<file path="src/rtl/ifid_pkg.sv">
// Shared MIPS encoding constants for the IF/ID queue: opcodes, funct codes,
// instruction field positions and predecode hint bit indices.
package ifid_pkg;

   localparam logic [5:0] OP_RTYPE = 6'h00;
   localparam logic [5:0] OP_J     = 6'h02;
   localparam logic [5:0] OP_JAL   = 6'h03;
   localparam logic [5:0] OP_BEQ   = 6'h04;
   localparam logic [5:0] OP_BNE   = 6'h05;
   localparam logic [5:0] FN_JR    = 6'h08;

   localparam int OPCODE_LSB = 26;
   localparam int RS_LSB     = 21;
   localparam int RT_LSB     = 16;
   localparam int RD_LSB     = 11;
   localparam int SHAMT_LSB  = 6;
   localparam int FUNCT_LSB  = 0;
   localparam int IMM_LSB    = 0;
   localparam int TARGET_LSB = 0;

   // hint = {is_jal, is_j, is_jr, is_bne_beq}
   localparam int HINT_W   = 4;
   localparam int HINT_BR  = 0;
   localparam int HINT_JR  = 1;
   localparam int HINT_J   = 2;
   localparam int HINT_JAL = 3;

endpackage

</file>
<file path="src/rtl/ifid_field_split.sv">
// Combinational MIPS field splitter. It also produces the control-flow hint
// when IFID_PREDECODE_EN is defined, and drives that hint to zero otherwise.
module ifid_field_split
   import ifid_pkg::*;
(
   input  logic [31:0]       instr,
   output logic [5:0]        opcode,
   output logic [4:0]        rs,
   output logic [4:0]        rt,
   output logic [4:0]        rd,
   output logic [4:0]        shamt,
   output logic [5:0]        funct,
   output logic [15:0]       imm16,
   output logic [25:0]       target26,
   output logic [HINT_W-1:0] hint
);

   assign opcode   = instr[OPCODE_LSB +: 6];
   assign rs       = instr[RS_LSB     +: 5];
   assign rt       = instr[RT_LSB     +: 5];
   assign rd       = instr[RD_LSB     +: 5];
   assign shamt    = instr[SHAMT_LSB  +: 5];
   assign funct    = instr[FUNCT_LSB  +: 6];
   assign imm16    = instr[IMM_LSB    +: 16];
   assign target26 = instr[TARGET_LSB +: 26];

`ifdef IFID_PREDECODE_EN
   always_comb begin
      hint           = '0;
      hint[HINT_BR]  = (opcode == OP_BEQ) || (opcode == OP_BNE);
      hint[HINT_J]   = (opcode == OP_J);
      hint[HINT_JAL] = (opcode == OP_JAL);
      hint[HINT_JR]  = (opcode == OP_RTYPE) && (funct == FN_JR);
   end
`else
   assign hint = '0;
`endif

endmodule

</file>
<file path="src/rtl/if_id_queue.sv">
// IF/ID decoupling queue: circular buffer of (PC, instruction) pairs with the head
// presented to decode as split MIPS fields. Optional macro: IFID_PREDECODE_EN.
module if_id_queue
   import ifid_pkg::*;
#(
   parameter int DEPTH   = 2,
   parameter int PC_W    = 32,
   parameter int INSTR_W = 32
) (
   input  logic               clk,
   input  logic               rst_n,
   input  logic               in_valid,
   output logic               in_ready,
   input  logic [PC_W-1:0]    in_pc,
   input  logic [INSTR_W-1:0] in_instr,
   input  logic               flush,
   output logic               out_valid,
   input  logic               out_ready,
   output logic [PC_W-1:0]    out_pc,
   output logic [INSTR_W-1:0] out_instr,
   output logic [5:0]         opcode,
   output logic [4:0]         rs,
   output logic [4:0]         rt,
   output logic [4:0]         rd,
   output logic [4:0]         shamt,
   output logic [5:0]         funct,
   output logic [15:0]        imm16,
   output logic [25:0]        target26,
   output logic [3:0]         hint
);

   localparam int PTR_W = $clog2(DEPTH);
   localparam int CNT_W = PTR_W + 1;
   localparam logic [CNT_W-1:0] FULL = CNT_W'(DEPTH);

   logic [PC_W-1:0]    pc_mem    [DEPTH];
   logic [INSTR_W-1:0] instr_mem [DEPTH];
   logic [PTR_W-1:0]   rd_ptr, wr_ptr;
   logic [CNT_W-1:0]   count;
   logic               push, pop;
   logic [INSTR_W-1:0] head_instr;
   logic [HINT_W-1:0]  unused_rd_hint;

   // Handshake: a beat transfers on a rising edge where valid && ready are both high
   // and flush is low; ready never depends on the other side's valid or ready.
   assign in_ready  = (count != FULL);
   assign out_valid = (count != '0);
   assign push      = in_valid && in_ready && !flush;
   assign pop       = out_valid && out_ready && !flush;

   always_ff @(posedge clk or negedge rst_n) begin
      if (!rst_n) begin
         count  <= '0;
         rd_ptr <= '0;
         wr_ptr <= '0;
      end else if (flush) begin
         count  <= '0;
         rd_ptr <= '0;
         wr_ptr <= '0;
      end else begin
         if (push) wr_ptr <= wr_ptr + 1'b1;
         if (pop)  rd_ptr <= rd_ptr + 1'b1;
         case ({push, pop})
            2'b10:   count <= count + 1'b1;
            2'b01:   count <= count - 1'b1;
            default: count <= count;
         endcase
      end
   end

   // Storage needs no reset: nothing reads it while count is zero.
   always_ff @(posedge clk) begin
      if (push) begin
         pc_mem[wr_ptr]    <= in_pc;
         instr_mem[wr_ptr] <= in_instr;
      end
   end

   assign out_pc     = out_valid ? pc_mem[rd_ptr]    : '0;
   assign head_instr = out_valid ? instr_mem[rd_ptr] : '0;
   assign out_instr  = head_instr;

   ifid_field_split u_rd_split (
      .instr    (head_instr),
      .opcode   (opcode),
      .rs       (rs),
      .rt       (rt),
      .rd       (rd),
      .shamt    (shamt),
      .funct    (funct),
      .imm16    (imm16),
      .target26 (target26),
      .hint     (unused_rd_hint)
   );

`ifdef IFID_PREDECODE_EN
   logic [HINT_W-1:0] hint_mem [DEPTH];
   logic [HINT_W-1:0] wr_hint;
   logic [5:0]        unused_wr_opcode, unused_wr_funct;
   logic [4:0]        unused_wr_rs, unused_wr_rt, unused_wr_rd, unused_wr_shamt;
   logic [15:0]       unused_wr_imm16;
   logic [25:0]       unused_wr_target26;

   // Hint is decoded once at the write port so the head path is just a read.
   ifid_field_split u_wr_split (
      .instr    (in_instr),
      .opcode   (unused_wr_opcode),
      .rs       (unused_wr_rs),
      .rt       (unused_wr_rt),
      .rd       (unused_wr_rd),
      .shamt    (unused_wr_shamt),
      .funct    (unused_wr_funct),
      .imm16    (unused_wr_imm16),
      .target26 (unused_wr_target26),
      .hint     (wr_hint)
   );

   always_ff @(posedge clk) begin
      if (push) hint_mem[wr_ptr] <= wr_hint;
   end

   assign hint = out_valid ? hint_mem[rd_ptr] : '0;
`else
   assign hint = '0;
`endif

endmodule
</file>
<file path="config.mk">
export PLATFORM = sky130hd
export DESIGN_NAME = if_id_queue
export DESIGN_NICKNAME = d
export VERILOG_FILES = /design/src/rtl/ifid_pkg.sv /design/src/rtl/ifid_field_split.sv /design/src/rtl/if_id_queue.sv
export SDC_FILE = /design/constraint.sdc
export NUM_CORES = 1
export LEC_CHECK = 0
export ABC_CLOCK_PERIOD_IN_PS = 5650
export CAP_MARGIN = 15
export CORE_MARGIN = 3
export CORE_UTILIZATION = 40
export DETAILED_ROUTE_END_ITERATION = 10
export GPL_ROUTABILITY_DRIVEN = 1
export PLACE_DENSITY = 0.77
export SLEW_MARGIN = 20
export SYNTH_ARGS = -nofsm -noshare
export SYNTH_HDL_FRONTEND = slang
export SYNTH_SLANG_ARGS = --single-unit
export TNS_END_PERCENT = 50
</file>
<file path="constraint.sdc">
create_clock -name clk -period 5.65 [get_ports clk]
set_input_delay 1.13 -clock clk [delete_from_list [all_inputs] [get_ports clk]]
set_output_delay 1.13 -clock clk [all_outputs]
set_load 0.02 [all_outputs]
</file>
-- Yosys cells after proc, flatten, opt, wreduce, memory -nomap -nowiden
Memory sizes are Yosys's and may differ from the RTL's.
Cells that the tools add are included.
- register bits after elaboration: 4
- logic and storage cells: 31
- input bits: 69
- memories: 2
- latch bits: 0
- bits in read-only memories: 0
- RAM bits: 128
- memory list (name ; words ; bits a word ; read ports ; clocked after memory_dff ; write ports ; RTL line ; text):
    instr_mem ; 2 ; 32 ; 1 ; 0 ; 1 ; if_id_queue.sv:37 ; logic [INSTR_W-1:0] instr_mem [DEPTH];
    pc_mem ; 2 ; 32 ; 1 ; 0 ; 1 ; if_id_queue.sv:36 ; logic [PC_W-1:0] pc_mem [DEPTH];
- div/mod/pow operators: 0
- shift-type cells: 0
- multiplexer cells: 10
- add/subtract/negate cells: 4
- multiply operators: 0
- reductions and logical operators: 9
- equal/unequal tests: 3
- bitwise logic cells: 0
- $lt $le $gt $ge: 0
- operator list (operator ; number):
    32-bit two-way mux ; 2
    1-bit two-way mux ; 6
    2-bit nonzero test ; 3
    1-bit logical AND ; 4
    2-bit one-hot mux with 2 select lines ; 1
    3-bit nonzero test ; 1
    1-bit adder (second input constant) ; 2
    2-bit by 1-bit adder with 2-bit output (second input constant) ; 1
    2-bit by 1-bit == test with 1-bit output (second input constant) ; 1
    2-bit == test (second input constant) ; 1
    2-bit two-way mux ; 1
    2-bit inequality test (second input constant) ; 1
    2-bit by 1-bit subtractor with 2-bit output (second input constant) ; 1
    1-bit zero test ; 1

-- Depth between registers and ports, before layout
Gate-level depths: netlist of the first run.
- word-level depth: 6
- mapped depth: 5
- gate-level depth less buffers: 4

-- Hierarchy
From an unflattened synthesis of the first run, not the netlist that was laid out.
- cell total of the unflattened synthesis: 381
- area total of the unflattened synthesis: 5655.4 µm²
- by module, submodules not included (module ; cells an instance ; area an instance (µm²) ; times used):
    if_id_queue ; 302 ; 5066.1 ; 1
    ifid_field_split ; 79 ; 589.3 ; 1

-- Least setup slack after synthesis of the first run
No wires, ideal clock.
- kind: in2reg
- start: in in_valid
- end: mem instr_mem[1][0] (enable)
- required time: 5072 ps
- arrival time: 5880 ps
- buffers on the path: 0
- stages: 2
- slack: -808 ps
- cell sequence: nand2_1 nor3b_1
- cells in the longest elaborated chain, start to end: 4
- RTL lines (item ; RTL line ; text):
    start: declaration ; if_id_queue.sv:12 ; input logic in_valid,
    1-bit logical AND (2 in a row) ; if_id_queue.sv:48 ; assign push = in_valid && in_ready && !flush;
    1-bit two-way mux ; if_id_queue.sv:73 ; if (push) begin
    1-bit two-way mux (not written as such) ; if_id_queue.sv:75 ; instr_mem[wr_ptr] <= in_instr;
    end: declaration ; if_id_queue.sv:37 ;
Every way passes these cells.

-- Worst setup path in the final report of the first run
- start: reg rd_ptr
- end: out rt[1]
- cells in the longest elaborated chain, start to end: 2
- RTL lines (item ; RTL line ; text):
    start: declaration ; if_id_queue.sv:38 ; logic [PTR_W-1:0] rd_ptr, wr_ptr;
    start signal: assignment ; if_id_queue.sv:62 ; if (pop) rd_ptr <= rd_ptr + 1'b1;
    memory read 2 x 32 bit ; n/a ;
    32-bit two-way mux ; if_id_queue.sv:80 ; assign head_instr = out_valid ? instr_mem[rd_ptr] : '0;
    end: declaration ; if_id_queue.sv:23 ; output logic [4:0] rt,
Every way passes these cells.

==> Flow_metrics.wiki, run 1 <==
{| class="wikitable"
! Metric !! Value
|-
| Number of nets in the layout || 590
|-
| Unrepaired setup endpoints after global routing || no
|-
| Post-synthesis sequential area ratio || 70.2%
|-
| Total of cells resized after clock tree synthesis || 0
|-
| Clock-pin slew reported for the worst setup and hold paths after clock tree synthesis || 50 ps
|-
| Hold Worst Slack || 609 ps
|-
| Max Cap Viol || 0
|-
| Combined area of all synthesized cells || around 0.0056 mm2
|-
| Violation count after the first detailed-routing iteration || 110
|-
| Pwr/cell area || 318 mW/mm2
|-
| Clock tree from TritonCTS || yes
|-
| Kind of launch point of the worst setup path || flip-flop
|-
| Max FO, Critical Path || 46
|-
| Result of the run || finished clean
|-
| Largest net degree at the start of global routing || 47
|-
| DP Wirelength || roughly 7500 um
|-
| Post-route worst setup slack || 1650 ps
|-
| Slew of the pin with the lowest slew margin || between 800 and 900 ps
|-
| Arrival @ worst endpoint || 2870 ps
|-
| Required arrival time at the worst endpoint || 4520 ps
|-
| Width of the die || 125 um
|-
| Cts hold-fix bufs || 0
|-
| Met2 wire length || 5710 um
|-
| GRT Total Usage || 14.2%
|-
| WS Path Type || flip-flop to output pin
|-
| Die H || 125 um
|-
| # rows || 42
|-
| Final critical path time including I/O delays and setup || 4000 ps
|-
| Util after Layout || between 50% and 60%
|-
| Post-CTS repair timing setup buffer count || 0
|-
| Pre-CTS worst setup slack || 2060 ps
|-
| Count of final hold-check violations || 0
|-
| Syn avg cell area || 15.0 um2
|-
| Max-slew violation count || 0
|-
| Floorplan die area || 0.0155 mm2
|-
| Number of buffers on the longest clock path || 2
|-
| Routed Wire Length || 10900 um
|-
| Mean number of vias per cell || 4.64
|-
| Clock skew after layout || 5.88 ps
|-
| Share of post-route cells with drive strength above 1 || 8.07%
|-
| Overall Power || 2.51 mW
|-
| Total inserted antenna cells || 0
|-
| Peak Freq || 0.250 GHz
|-
| Number of top-level design ports || 213
|-
| Final routed DRC violation total || 0
|-
| Post-route fraction of the period consumed by the critical path || 70.8%
|-
| Clock latency on the worst-skew pair || 410 ps
|-
| Detail-routed net length per standard cell || 15.4 um
|-
| Total iterations of the first detailed-routing run || 4
|-
| Initial core utilization || 41.6%
|-
| Number of antenna violations at the first check in global routing || 0
|-
| Count of synthesis-stage warnings from yosys || 0
|-
| GR Overflow Total || 0
|-
| Routed metal-1 wire length || 4300 um
|-
| Final weighted congestion in routability-driven placement || 0.741
|-
| Core area || 0.0135 mm2
|-
| Clock tree root buffer cell || clkbuf_16
|-
| Number of vias after detailed routing || 3287
|-
| Number of global-route vias before repair || between 3k and 4k
|-
| Sort of element at the end of the critical path || output pin
|-
| Filler cell count || approximately 980
|-
| Highest metal layer used by the detailed router || met4
|-
| Wire length of the first global-routing pass || 17300 um
|-
| Gate Count Post-Synth || 376
|-
| H-tree depth || 4
|-
| Area added between synthesis and finish || 40.2%
|-
| Cell variety after synth || 23
|-
| Leakage || approximately 2.6 nW
|-
| Count of nets left with antenna violations after detail routing || 0
|-
| Number of input and output port buffers inserted || 208
|-
| Flops & latches, synth || 132
|-
| Maximum resistive drop on vdd || 0.213 mV
|-
| Setup-failing EPs final || 0
|-
| Number of sinks on the clock net || 132
|-
| Worst min path class || flip-flop to flip-flop
|-
| CTS Buf Count || 17
|-
| Slew HR || between 40 and 50%
|-
| Met3 Routed Length || 711 um
|}
metrics by stage:
step	setup TNS (ps)	std cells	area (um2)
3_5_place_dp	0	678	7360
6_report	0	709	7880
3_3_place_gp	0	677	7340
4_1_cts	0	709	7880
5_1_grt	0	709	7880
2_1_floorplan	-32630	379	5640
cells in the final DEF, fill, tap and decap left out, types with 2 or more instances in the layout:
cell / n
inv_1: 2
buf_4: 6
conb_1: 4
edfxtp_1: 128
clkinvlp_4: 5
o21ai_0: 3
clkinv_4: 3
clkbuf_16: 17
clkinv_2: 5
nand2_1: 2
dfrtp_1: 3
mux2i_1: 64
clkdlybuf4s50_1: 208
a21oi_1: 2
nor2_1: 66
layer usage:
layer  vias up  global-route usage, %
met5         -                      0
met4         0                   5.80
met3        17                   5.27
met2       142                   24.2
met1      1583                   16.1
li1       1545                      -
worst paths after layout:
kind / from / end / slack [ps] / depth (start not counted)
min reg2reg: wr_ptr / wr_ptr / 610 / 2
max reg2reg: count[1] / pc_mem[1][19] / 3710 / 5
min in group asynchronous: rst_n / wr_ptr / 940 / 1
max in group asynchronous: rst_n / rd_ptr / 4510 / 1
min: wr_ptr / wr_ptr / 610 / 2
max: rd_ptr / rt[1] / 1650 / 4
critical path, stage by stage, from the launching register on:
cell and delay, ps:
dfrtp_4 950, buf_4 460, mux2i_1 160, nor2_1 200
clkdlybuf4s50_1 650
state kept, by name, indices dropped and copies added, names as in the netlist:
name       count
count          2
rd_ptr         1
wr_ptr         1
pc_mem        64
instr_mem     64
kinds of logic after synthesis:
| family | synth area share, % |
|---|---|
| muxes | 11.4 |
| AOI/OAI and AO/OA | 0.690 |
| xor gates and xnor gates | 0.156 |
| other | 0.0667 |
| buffers and inverters | 12.1 |
| and+or+nand+nor | 5.48 |
| DFF | 70.2 |
area by class of cell:
type                       instances  area, um2  share of cell area, %
clock buffer                      17        425                   5.40
clock inverter                    14       92.6                   1.18
inverter                           3       11.3                  0.143
multi-input combinational        152       1030                   13.1
sequential                       132       3950                   50.1
tap                              176        220                   2.79
timing repair buffer             215       2150                   27.3
Yosys cell counts (all sizes together):
cell | instances | area [um2]
edfxtp | 128 | 3840
nand2 | 2 | 7.51
xor2 | 1 | 8.76
or4b | 1 | 10.0
inv | 3 | 11.3
a21oi | 2 | 10.0
mux2i | 64 | 641
nor2 | 67 | 251
o21ai | 3 | 15.0
nor2b | 1 | 6.26
buf | 91 | 663
nand3 | 1 | 5.00
a31oi | 1 | 6.26
or3 | 1 | 7.51
clkbuf | 1 | 3.75
nor3b | 1 | 7.51
conb | 1 | 3.75
nor3 | 1 | 5.00
nand3b | 1 | 7.51
dfrtp | 4 | 100
a22oi | 1 | 7.51
power breakdown:
group          total (mW)  leakage, nW  internal (mW)  switching, mW
sequential           1.14         1.23           1.11         0.0241
clock               0.935        0.244          0.551          0.384
combinational       0.431         1.16          0.213          0.219
total                2.51         2.63           1.88          0.627
(Power assumes the default switching activity.)
==> run 2, diff against run 1 <==
- ABC_CLOCK_PERIOD_IN_PS: 5650 -> 4100
- CORE_UTILIZATION: 40 -> 44
- PLACE_DENSITY: 0.77 -> 0.8
- clock period: 5.65 -> 4.1 ns (I/O delays scaled with it)
==> run 2 against run 1 <==
  * Cell count fell by 1.4%
  * Non-clock buffer count fell by 3
  * Power is 41% higher
  * Die area shrank 8.7%
  * Clock-buffer cell count increased by 2
==> Flow_metrics.wiki, run 2 (synthesis gave the netlist of run 1 again) <==
{| class="wikitable"
! Metric !! Value
|-
| Number of buffers on the longest clock path || 2 (unchanged)
|-
| Arrival @ worst endpoint || 2530 ps (-340 ps)
|-
| DP Wirelength || 7570 um (+0.68%)
|-
| Number of sinks on the clock net || 132 (unchanged)
|-
| Max-slew violation count || 0 (unchanged)
|-
| Width of the die || 119 um (-4.4%)
|-
| Total iterations of the first detailed-routing run || 5 (+1)
|-
| Filler cell count || 901 (-8.3%)
|-
| Post-layout instance count excluding filler cells || 699 (-1.4%)
|-
| Startpoint of the most critical register-to-register path || count[1]
|-
| Core area || 0.0123 mm2 (-9.2%)
|-
| Count of final hold-check violations || 0 (unchanged)
|-
| GR Overflow Total || 0 (unchanged)
|-
| H-tree depth || 4 (unchanged)
|-
| Slew HR || 41.4% (-4.7 points)
|-
| Post-CTS repair timing setup buffer count || 0 (unchanged)
|-
| GRT Total Usage || 15.9% (+1.7 points)
|-
| Setup-failing EPs final || 0 (unchanged)
|-
| Wire length of the first global-routing pass || 17500 um (+1.2%)
|-
| Detail-routed net length per standard cell || 16.2 um (+5.2%)
|-
| # rows || 40 (-4.8%)
|-
| Min-delay src || wr_ptr
|-
| Initial core utilization || 45.8% (+4.2 points)
|-
| Final routed DRC violation total || 0 (unchanged)
|-
| Clock skew after layout || 4.80 ps (-1.08 ps)
|-
| Mean number of vias per cell || 4.72 (+1.8%)
|-
| Final weighted congestion in routability-driven placement || 0.775 (+4.6%)
|-
| Number of antenna violations at the first check in global routing || 1 (+1)
|-
| Number of vias after detailed routing || 3298 (+0.33%)
|-
| Destination of the worst register-to-register timing path || pc_mem[1][24]
|-
| Total inserted antenna cells || 0 (unchanged)
|-
| Area added between synthesis and finish || 40.3% (about the same)
|-
| Commonest non-fill, non-tap cells in the layout || clkdlybuf4s50_1 (208), edfxtp_1 (128), nor2_1 (66)
|-
| Cts hold-fix bufs || 0 (unchanged)
|-
| Final critical path time including I/O delays and setup || 3350 ps
|-
| Peak Freq || 0.299 GHz
|-
| Clock-pin slew reported for the worst setup and hold paths after clock tree synthesis || 50 ps (about the same)
|-
| Hold worst-path end || wr_ptr
|-
| Share of post-route cells with drive strength above 1 || 7.34% (-0.72 points)
|-
| WS Path Type || flip-flop to output pin
|-
| Required arrival time at the worst endpoint || 3280 ps (-1240 ps)
|-
| Most common cell after layout, fill and taps aside || clkdlybuf4s50_1
|-
| Clock latency on the worst-skew pair || 400 ps (about the same)
|-
| Number of input and output port buffers inserted || 208 (unchanged)
|-
| Post-route fraction of the period consumed by the critical path || 81.7%
|-
| Floorplan die area || 0.0142 mm2 (-8.7%)
|-
| CTS Buf Count || 17 (unchanged)
|-
| Pwr/cell area || 448 mW/mm2 (+41%)
|-
| Count of nets left with antenna violations after detail routing || 0 (unchanged)
|-
| Sort of element at the end of the critical path || output pin
|-
| Cell depth of the worst flop-to-flop path || 5 (unchanged)
|-
| Clock tree from TritonCTS || yes
|-
| Number of top-level design ports || 213 (unchanged)
|-
| Largest net degree at the start of global routing || 65 (+38%)
|-
| Routed Wire Length || 11300 um (+3.7%)
|-
| Max FO, Critical Path || 36 (-22%)
|-
| Slew of the pin with the lowest slew margin || 879 ps (+70.7 ps)
|-
| Overall Power || 3.54 mW (+41%)
|-
| Max Cap Viol || 0 (unchanged)
|-
| Number of cells on the worst hold path || 2 (unchanged)
|-
| Inst Count DP || 667 (-1.6%)
|-
| Leading registers by flop count || instr_mem (64), pc_mem (64), count (2)
|-
| Total of cells resized after clock tree synthesis || 0 (unchanged)
|-
| Die H || 119 um (-4.4%)
|-
| Result of the run || finished clean
|-
| Worst min path class || flip-flop to flip-flop
|-
| Violation count after the first detailed-routing iteration || 186 (+69%)
|-
| Unrepaired setup endpoints after global routing || no
|-
| Clock tree root buffer cell || clkbuf_16
|-
| Number of global-route vias before repair || 3428 (+1.2%)
|-
| Minimum setup slack among reg-to-reg paths || 1920 ps (-1790 ps)
|-
| Maximum resistive drop on vdd || 0.326 mV (+53%)
|-
| Leakage || 2.62 nW (-0.13%)
|-
| Kind of launch point of the worst setup path || flip-flop
|-
| Number of nets in the layout || 587 (-0.51%)
|}
==> run 2: cell count changes in the layout (fill, tap and decap cells not counted) <==
cell | previous run | this run
buf_4 | 6 | 2
bufinv_16 | 0 | 1
clkbuf_1 | 0 | 2
buf_12 | 1 | 2
clkinv_2 | 5 | 3
==> run 2: critical path, cell delays in order, from the launching register on <==
cell and delay [ps]:
dfrtp_4 840, buf_12 310, mux2i_1 110, nor2_1 170, clkdlybuf4s50_1 650
==> run 2: per-layer routing <==
| metal | GRT usage, % | vias to the layer above | wire [um] |
|---|---|---|---|
| li1 | - | 1548 | - |
| met1 | 17.9 | 1580 | 4430 |
| met2 | 28.3 | 154 | 5860 |
| met3 | 5.18 | 14 | 894 |
| met4 | 5.21 | 2 | 116 |
| met5 | 0 | - | 7 |
==> run 2: worst max path at each step <==
stage	from	to	cells past startpoint
floorplan	flush	instr_mem[0][0]	1
detailed placement	rd_ptr	rt[1]	4
global route	rd_ptr	target26[17]	4
global placement	rd_ptr	rs[4]	4
CTS	rd_ptr	rt[1]	4
finish	rd_ptr	target26[17]	4
==> run 2: power breakdown <==
part | internal (mW) | switching [mW]
Clock | 0.829 | 0.541
Combinational | 0.292 | 0.308
Sequential | 1.54 | 0.0295
Total | 2.66 | 0.878
==> run 2: final cells by class <==
| type | instances | area (um2) | share of cell area, % |
|---|---|---|---|
| Clock buffer | 19 | 433 | 5.49 |
| Clock inverter | 13 | 113 | 1.43 |
| Inverter | 3 | 11.3 | 0.143 |
| Multi-Input combinational cell | 152 | 1030 | 13.1 |
| Sequential cell | 132 | 3950 | 50.1 |
| Tap cell | 168 | 210 | 2.67 |
| Timing Repair Buffer | 212 | 2140 | 27.1 |
==> run 2: metrics by stage <==
step                util [%]  setup TNS, ps  setup slack, ps  instance area, um2  hold slack [ps]
floorplan                  -        -111990            -1750                5640              524
finish                  64.3              0              750                7890              608
detailed placement      59.9              0             1160                7340              603
global placement        59.9              0             1180                7340              576
CTS                     64.3              0              720                7890              614
global route            64.3              0              595                7890              624
==> run 3, diff against run 2 <==
- ABC_CLOCK_PERIOD_IN_PS: 4100 -> 2700
- CORE_UTILIZATION: 44 -> 40
- PLACE_DENSITY: 0.8 -> 0.77
- clock period: 4.1 -> 2.7 ns (I/O delays scaled with it)
==> run 3 against run 2 <==
  * Sequential power rose by 50%
  * Final area rose by 2.5%
  * Register-to-register slack got worse by 930 ps
  * Clock skew rose by 3.1 ps
  * Die area rose by 9.5%
  * Core utilization fell by 4.4 points
  * Largest power group unchanged
==> Flow_metrics.wiki, run 3 (synthesis gave the netlist of run 1 again) <==
{| class="wikitable"
! Metric !! Value
|-
| Result of the run || finished clean
|-
| Clock-pin slew reported for the worst setup and hold paths after clock tree synthesis || 50 ps (about the same)
|-
| Largest net degree at the start of global routing || 65 (unchanged)
|-
| Overall Power || 5.59 mW (+58%)
|-
| Unrepaired setup endpoints after global routing || yes
|-
| WS Path Type || flip-flop to output pin
|-
| Count of nets left with antenna violations after detail routing || 0 (unchanged)
|-
| Number of vias after detailed routing || 3297 (-0.030%)
|-
| Kind of launch point of the worst setup path || flip-flop
|-
| Arrival @ worst endpoint || 2090 ps (-440 ps)
|-
| Max Cap Viol || 0 (unchanged)
|-
| Final critical path time including I/O delays and setup || 2630 ps
|-
| Number of global-route vias before repair || 3438 (+0.29%)
|-
| Leakage || 3.80 nW (+45%)
|-
| Final routed DRC violation total || 0 (unchanged)
|-
| Number of top-level design ports || 213 (unchanged)
|-
| CTS Buf Count || 17 (unchanged)
|-
| Hold Worst Slack || 362 ps (-246 ps)
|-
| Number of sinks on the clock net || 132 (unchanged)
|-
| Area added between synthesis and finish || 43.8%
|-
| Violation count after the first detailed-routing iteration || 117 (-37%)
|-
| DP Wirelength || 7350 um (-2.9%)
|-
| # rows || 42 (+5.0%)
|-
| Total iterations of the first detailed-routing run || 4 (-1)
|-
| GRT Total Usage || 14.6% (-1.3 points)
|-
| Number of buffers on the longest clock path || 2 (unchanged)
|-
| GR Overflow Total || 0 (unchanged)
|-
| Number of nets in the layout || 589 (+0.34%)
|-
| Number of antenna violations at the first check in global routing || 0 (-1)
|-
| Count of final hold-check violations || 0 (unchanged)
|-
| Initial core utilization || 41.6% (-4.2 points)
|-
| Number of input and output port buffers inserted || 208 (unchanged)
|-
| Mean number of vias per cell || 4.65 (-1.4%)
|-
| Final weighted congestion in routability-driven placement || 0.746 (-3.8%)
|-
| Leading registers by flop count || instr_mem (64), pc_mem (64), count (2)
|-
| Peak Freq || between 0.3 and 0.4 GHz
|-
| Routed Wire Length || 11500 um (+2.0%)
|-
| Clock skew after layout || 7.94 ps (+3.14 ps)
|-
| Required arrival time at the worst endpoint || 2160 ps (-1120 ps)
|-
| Most common cell after layout, fill and taps aside || edfxtp_1
|-
| Clock tree from TritonCTS || yes
|-
| Width of the die || 125 um (+4.6%)
|-
| Post-route fraction of the period consumed by the critical path || 97.3%
|-
| Core area || 0.0135 mm2 (+10%)
|-
| Dpl cell area || 0.00741 mm2 (+0.90%)
|-
| Clock tree root buffer cell || clkbuf_16
|-
| Share of post-route cells with drive strength above 1 || 8.63% (+1.3 points)
|-
| Die H || 125 um (+4.6%)
|-
| Worst min path class || input port to async pin
|-
| Detail-routed net length per standard cell || 16.3 um (+0.53%)
|-
| Max-slew violation count || 0 (unchanged)
|-
| Wire length of the first global-routing pass || 17700 um (+1.1%)
|-
| Final cell area excluding filler cells || 0.00809 mm2 (+2.5%)
|-
| Maximum resistive drop on vdd || 0.438 mV (+34%)
|-
| Setup-failing EPs final || 0 (unchanged)
|-
| Floorplan die area || 0.0155 mm2 (+9.5%)
|-
| Max FO, Critical Path || 32 (-11%)
|-
| Sort of element at the end of the critical path || output pin
|-
| H-tree depth || 4 (unchanged)
|-
| Commonest non-fill, non-tap cells in the layout || edfxtp_1 (128), dlygate4sd2_1 (81), clkdlybuf4s50_1 (77)
|-
| Clock latency on the worst-skew pair || 410 ps (about the same)
|-
| Pwr/cell area || 691 mW/mm2 (+54%)
|-
| Total inserted antenna cells || 0 (unchanged)
|-
| Post-CTS repair timing setup buffer count || 0 (unchanged)
|-
| Sum of negative setup slack || 0 ps (unchanged)
|}
run 3: changes by cell type in the layout (fill, tap and decap cells not counted), sizes merged:
| cell | previous run | this run |
|---|---|---|
| buf | 4 | 5 |
| bufbuf | 0 | 1 |
| bufinv | 1 | 4 |
| clkbuf | 19 | 18 |
| clkdlybuf4s50 | 208 | 77 |
| clkinvlp | 5 | 2 |
| dlygate4sd2 | 0 | 81 |
| dlymetal6s2s | 0 | 50 |
| inv | 3 | 4 |
run 3: path summary, 6_finish.rpt:
check	start	end	slack, ps	cells after the start
worst min-delay path	rst_n	count[1]	360	1
worst min register to register	wr_ptr	wr_ptr	620	2
worst max register to register	count[1]	pc_mem[1][28]	990	5
worst max-delay path	rd_ptr	shamt[2]	70	4
max in group asynchronous	rst_n	rd_ptr	2120	1
min in group clk	wr_ptr	wr_ptr	620	2
run 3: layout make-up:
cell class | count | area, um2
Inverter | 3 | 13.8
Fill cell | 1057 | 5420
Sequential cell | 132 | 3950
Tap cell | 176 | 220
Clock buffer | 18 | 429
Multi-Input combinational cell | 152 | 1060
Clock inverter | 14 | 185
Timing Repair Buffer | 214 | 2230
run 3: repair_timing:
action / in CTS / in global routing
gates cloned: 1 / 0
pin swaps: 0 / 0
hold buffers: 0 / 0
endpoints found under the setup margin: 118 / 53
gates resized for setup: 82 / 51
run 3: routing by layer:
metal	vias to the layer above	wire (um)	global-route usage, %
li1	1545	-	-
met1	1600	4470	16.1
met2	138	6140	25.5
met3	14	738	5.10
met4	0	175	6.06
met5	-	0	0
run 3: per-stage QoR:
step	worst slack [ps]	cells	util, %
finish	73.9	709	59.9
global route	-72.6	709	59.9
CTS	0.600	709	58.9
detailed placement	266	676	54.8
global placement	290	676	54.8
floorplan	-89.2	379	-
run 3: critical path, stage by stage, from the launching register on:
cell             delay [ps]
dfrtp_4                 510
buf_16                  220
mux2i_1                 140
nor2_1                  170
clkdlybuf4s50_1         630
run 3: power breakdown:
group	switching, mW	internal (mW)
Clock	0.817	1.54
Sequential	0.0246	2.33
Combinational	0.487	0.386
Total	1.33	4.26
